[src/rtl/shifto_miso_rx.sv]
// shifto_miso_rx: SPI receive deserialiser for the SD-card link (CPOL=0, CPHA=0).
// Samples the asynchronous sclk, MISO and cs_n through synchronisers on the system
// clock, shifts MISO in MSB first on each synchronised sclk rise, and hands each
// completed N-bit word to the consumer through a valid/ack hold register.
//
// Ports:
//   clk      system clock
//   resetn   asynchronous active-low reset
//   sclk     SPI serial clock (asynchronous, synchronised here)
//   cs_n     card select, active low; high aborts any partial word
//   MISO     serial data from the card
//   dataRe   last complete word, held until overwritten
//   valid    dataRe holds an unacknowledged word
//   ack      consumer has taken dataRe
//   overrun  sticky: a word completed while valid was still set
//   busy     a frame is partially received
module shifto_miso_rx #(
    parameter int unsigned N    = 8,
    parameter int unsigned SYNC = 2
) (
    input  logic         clk,
    input  logic         resetn,
    input  logic         sclk,
    input  logic         cs_n,
    input  logic         MISO,
    output logic [N-1:0] dataRe,
    output logic         valid,
    input  logic         ack,
    output logic         overrun,
    output logic         busy
);

    localparam int unsigned CW = $clog2(N);
    localparam logic [CW-1:0] LastBit = CW'(N - 1);

    typedef enum logic [1:0] {StIdle, StShift, StLoad} state_t;

    logic [SYNC-1:0] sclk_sync, miso_sync, csn_sync;
    logic            sclk_q;
    state_t          state_q, state_d;
    logic [CW-1:0]   bitcnt_q, bitcnt_d;
    logic [N-1:0]    sh_q, sh_d;
    logic [N-1:0]    data_q, data_d;
    logic            valid_q, valid_d;
    logic            overrun_q, overrun_d;

    logic         sclk_s, miso_s, cs_s, rise;
    logic [N-1:0] shifted;

    assign sclk_s  = sclk_sync[SYNC-1];
    assign miso_s  = miso_sync[SYNC-1];
    assign cs_s    = csn_sync[SYNC-1];
    assign rise    = sclk_s & ~sclk_q;
    assign shifted = {sh_q[N-2:0], miso_s};

    always_comb begin
        state_d   = state_q;
        bitcnt_d  = bitcnt_q;
        sh_d      = sh_q;
        data_d    = data_q;
        valid_d   = valid_q;
        overrun_d = overrun_q;

        if (ack && valid_q) begin
            valid_d = 1'b0;
        end

        unique case (state_q)
            StIdle, StShift: begin
                if (cs_s) begin
                    bitcnt_d = '0;
                    sh_d     = '1;
                    state_d  = StIdle;
                end else if (rise) begin
                    sh_d = shifted;
                    if (bitcnt_q == LastBit) begin
                        bitcnt_d = '0;
                        state_d  = StLoad;
                    end else begin
                        bitcnt_d = bitcnt_q + 1'b1;
                        state_d  = StShift;
                    end
                end
            end
            StLoad: begin
                // A load takes priority over a concurrent ack, so the ack does not
                // count as having consumed the previous word: overrun is flagged.
                data_d  = sh_q;
                valid_d = 1'b1;
                if (valid_q) begin
                    overrun_d = 1'b1;
                end
                bitcnt_d = '0;
                state_d  = StIdle;
                if (cs_s) begin
                    sh_d = '1;
                end else if (rise) begin
                    // First bit of the next word lands in the load cycle itself.
                    sh_d     = shifted;
                    bitcnt_d = CW'(1);
                    state_d  = StShift;
                end
            end
            default: state_d = StIdle;
        endcase
    end

    always_ff @(posedge clk or negedge resetn) begin
        if (!resetn) begin
            sclk_sync <= '0;
            miso_sync <= '1;
            csn_sync  <= '1;
            sclk_q    <= 1'b0;
            state_q   <= StIdle;
            bitcnt_q  <= '0;
            sh_q      <= '1;
            data_q    <= '0;
            valid_q   <= 1'b0;
            overrun_q <= 1'b0;
        end else begin
            sclk_sync <= {sclk_sync[SYNC-2:0], sclk};
            miso_sync <= {miso_sync[SYNC-2:0], MISO};
            csn_sync  <= {csn_sync[SYNC-2:0], cs_n};
            sclk_q    <= sclk_s;
            state_q   <= state_d;
            bitcnt_q  <= bitcnt_d;
            sh_q      <= sh_d;
            data_q    <= data_d;
            valid_q   <= valid_d;
            overrun_q <= overrun_d;
        end
    end

    assign dataRe  = data_q;
    assign valid   = valid_q;
    assign overrun = overrun_q;
    assign busy    = (bitcnt_q != '0);

endmodule

[config.mk]
export PLATFORM = sky130hd
export DESIGN_NAME = shifto_miso_rx
export DESIGN_NICKNAME = d
export VERILOG_FILES = /design/src/rtl/shifto_miso_rx.sv
export SDC_FILE = /design/constraint.sdc
export NUM_CORES = 1
export LEC_CHECK = 0
export ABC_AREA = 1
export CELL_PAD_IN_SITES_DETAIL_PLACEMENT = 0
export CELL_PAD_IN_SITES_GLOBAL_PLACEMENT = 1
export CORE_MARGIN = 8
export CORE_UTILIZATION = 50
export DETAILED_ROUTE_END_ITERATION = 8
export DONT_BUFFER_PORTS = 1
export PLACE_DENSITY = 0.88
export SETUP_SLACK_MARGIN = 0.4
export SKIP_CTS_REPAIR_TIMING = 1
export SYNTH_ARGS = -nofsm -noshare
export SYNTH_HDL_FRONTEND = slang
export SYNTH_SLANG_ARGS = --single-unit
[constraint.sdc]
create_clock -name clk -period 2.97 [get_ports clk]
set_input_delay 0.297 -clock clk [delete_from_list [all_inputs] [get_ports clk]]
set_output_delay 0.297 -clock clk [all_outputs]
set_load 0.02 [all_outputs]
==> results_dict.tcl <==
set metrics [dict create \
    run_status "completed" \
    final-hold-violation-count 0 \
    clk_latency_ns 0.32 \
    syn_area_um2 1267 \
    grt_pass1_vias 782 \
    rows 18 \
    ys_seq_elements 30 \
    avgSynthCellArea_um2 9.602 \
    yosysUniqueCellTypes 19 \
    initial_utilization 0.5211 \
    grt_overflow 0 \
    path_max_fanout 3 \
    rr_worst_depth 7 \
    die_x_um 66.35 \
    gr-usage-all-layers 0.1074 \
    fin_skew_ns 0.01240 \
    tightest_slew_ns 0.4456 \
    critPathCapture "busy" \
    p_leak_uw 0.0007004 \
    coreArea_um2 2432 \
    drc 0 \
    place_congestion 0.7610 \
    rsz0062_at_grt "no" \
    endpoint_kind "output port" \
    slew_headroom 0.7026 \
    io_pins 17 \
    final_core_util 0.5705 \
    maxCapViolations 0 \
    dr.pass1.iters 4 \
    grt_pass1_wl_um 3567 \
    layout_common_cells "54 x nand2_1, 18 x dfrtp_1, 12 x nor2_1, 12 x dfstp_2, 8 x o21ai_2" \
    grt_max_degree 31 \
    antenna_left 0 \
    reg2reg_from "bitcnt_q[0]$_DFFE_PN0P_" \
    layout_setup_ws_ns 1.542 \
    peakVddDrop_mv 0.3759 \
    ys.warnings.count 0 \
    routed_wl_um 2057 \
    area.growth.synth_to_final_pct 9.477 \
    via_count 831 \
    cp.arrival_ns 1.13 \
    min_period_ns 1.428 \
    viasPerCell 4.860 \
    pre_cts_ws_ns 1.685 \
    htree_levels 2 \
    antenna_found_initial 0 \
    crit_type "flip-flop to output port" \
    p_per_area_nw_per_um2 575.6 \
    timing.critical_path.cells "inv_1 -> ha_1 -> nand2_1" \
    ys_seq_area_frac 0.6041 \
    cts.sinks 30 \
    slowest_stage "dfrtp_1" \
    synth_nets 141 \
    synth_area_leaders "dfrtp_1 36%, dfstp_2 25%, nand2_1 16%" \
    yosys.area.top_type "dfrtp_1" \
    synth_top_area_share 0.3554 \
    portBuffers 0 \
    rrSetupSlack_ns 1.66 \
    diodes 0 \
    critPathMaxStageDelay_ns 0.38 \
    final_common_cell "nand2_1" \
    cp-start-kind "flip-flop" \
    drt_iter0_markers 82 \
    setup_violations 0 \
    dp_hpwl_um 1404 \
    slew_viol_final 0 \
    cp-startpoint "bitcnt_q[0]$_DFFE_PN0P_" \
    finalNetCount 149 \
    crit_required_ns 2.67 \
    die_h_um 66.35 \
    tns_ns 0 \
    clk_pin_slew_ns 0.10 \
    fmax_ghz 0.7003 \
    cts_tree "yes" \
    hold_ws_ns 0.05673 \
    worstHoldPathType "primary input to flip-flop" \
    drive_gt1_frac 0.2482 \
    clk_path_buf_depth 2 \
    postSynthCellCount 132 \
    cts-root-buf "clkbuf_4" \
    cts-buffers-inserted 5 \
    r2r-end "bitcnt_q[0]$_DFFE_PN0P_" \
    dieArea_um2 4402 \
    wire_per_inst_um 12.03 \
    min_period_over_period 0.4808 \
]
-- cell usage after synthesis (all sizes together) --
cell	number
nand2	58
dfrtp	18
nor2	13
dfstp	12
inv	9
o21ai	9
buf	4
ha	3
nand3	3
nand4	1
nor3	1
o21bai	1
-- metal layers --
layer / track usage / vias to the layer above / routed length (µm)
met1: 0.1299 / 383 / 968
met2: 0.1508 / 21 / 860
met5: 0 / - / 0
li1: - / 421 / -
met3: 0.06102 / 6 / 191
met4: 0.04800 / 0 / 37
-- worst max-delay path: cells and delay by family (launching register included) --
kind                       cells  cell delay (ns)
buffers and inverters          1             0.07
adders and majority gates      1             0.19
and+or+nand+nor                1             0.17
DFF                            1             0.38
-- cell type report --
| class | instances | area (µm²) |
|---|---|---|
| Clock inverter | 1 | 5.005 |
| Clock buffer | 7 | 55.05 |
| Sequential cell | 30 | 765.7 |
| Tap cell | 30 | 37.54 |
| Fill cell | 204 | 1045 |
| Multi-Input combinational cell | 89 | 430.4 |
| Timing Repair Buffer | 5 | 60.06 |
| Inverter | 9 | 33.78 |
-- kinds of logic after synthesis --
family                     after synthesis  share of synthesized area
adders and majority gates                3                    0.02962
DFF                                     30                     0.6041
buffers and inverters                   13                    0.05628
AOI/OAI and AO/OA                       10                    0.06515
and+or+nand+nor                         76                     0.2448
-- registers in the layout, summed over array words and instances, names as in the netlist --
signal	flops
dataRe	8
sh_q	8
bitcnt_q	3
csn_sync	2
miso_sync	2
sclk_sync	2
state_q	2
overrun	1
sclk_q	1
valid	1
-- through the flow --
stage	power, µW	instances	instance area, µm²
after floorplan	533.0	132	1267
after global placement	542.0	158	1267
after detailed placement	543.4	158	1267
after CTS	793.6	166	1328
after global routing	848.7	171	1388
final	798.7	171	1388
-- how the worst min path moves through the flow --
stage | from | to | cells after the start
floorplan | resetn | bitcnt_q[0]$_DFFE_PN0P_ | 0
global placement | resetn | bitcnt_q[1]$_DFFE_PN0P_ | 0
detailed placement | resetn | bitcnt_q[1]$_DFFE_PN0P_ | 0
CTS | resetn | bitcnt_q[1]$_DFFE_PN0P_ | 0
global route | ack | valid$_DFFE_PN0P_ | 1
finish | ack | valid$_DFFE_PN0P_ | 1
-- report_power, final --
| part | total, µW | switching, µW | internal, µW |
|---|---|---|---|
| clock network | 249 | 135 | 115 |
| registers | 471 | 24.0 | 447 |
| logic | 78.8 | 48.2 | 30.6 |
Note: power is estimated with default switching activity, not from simulation.
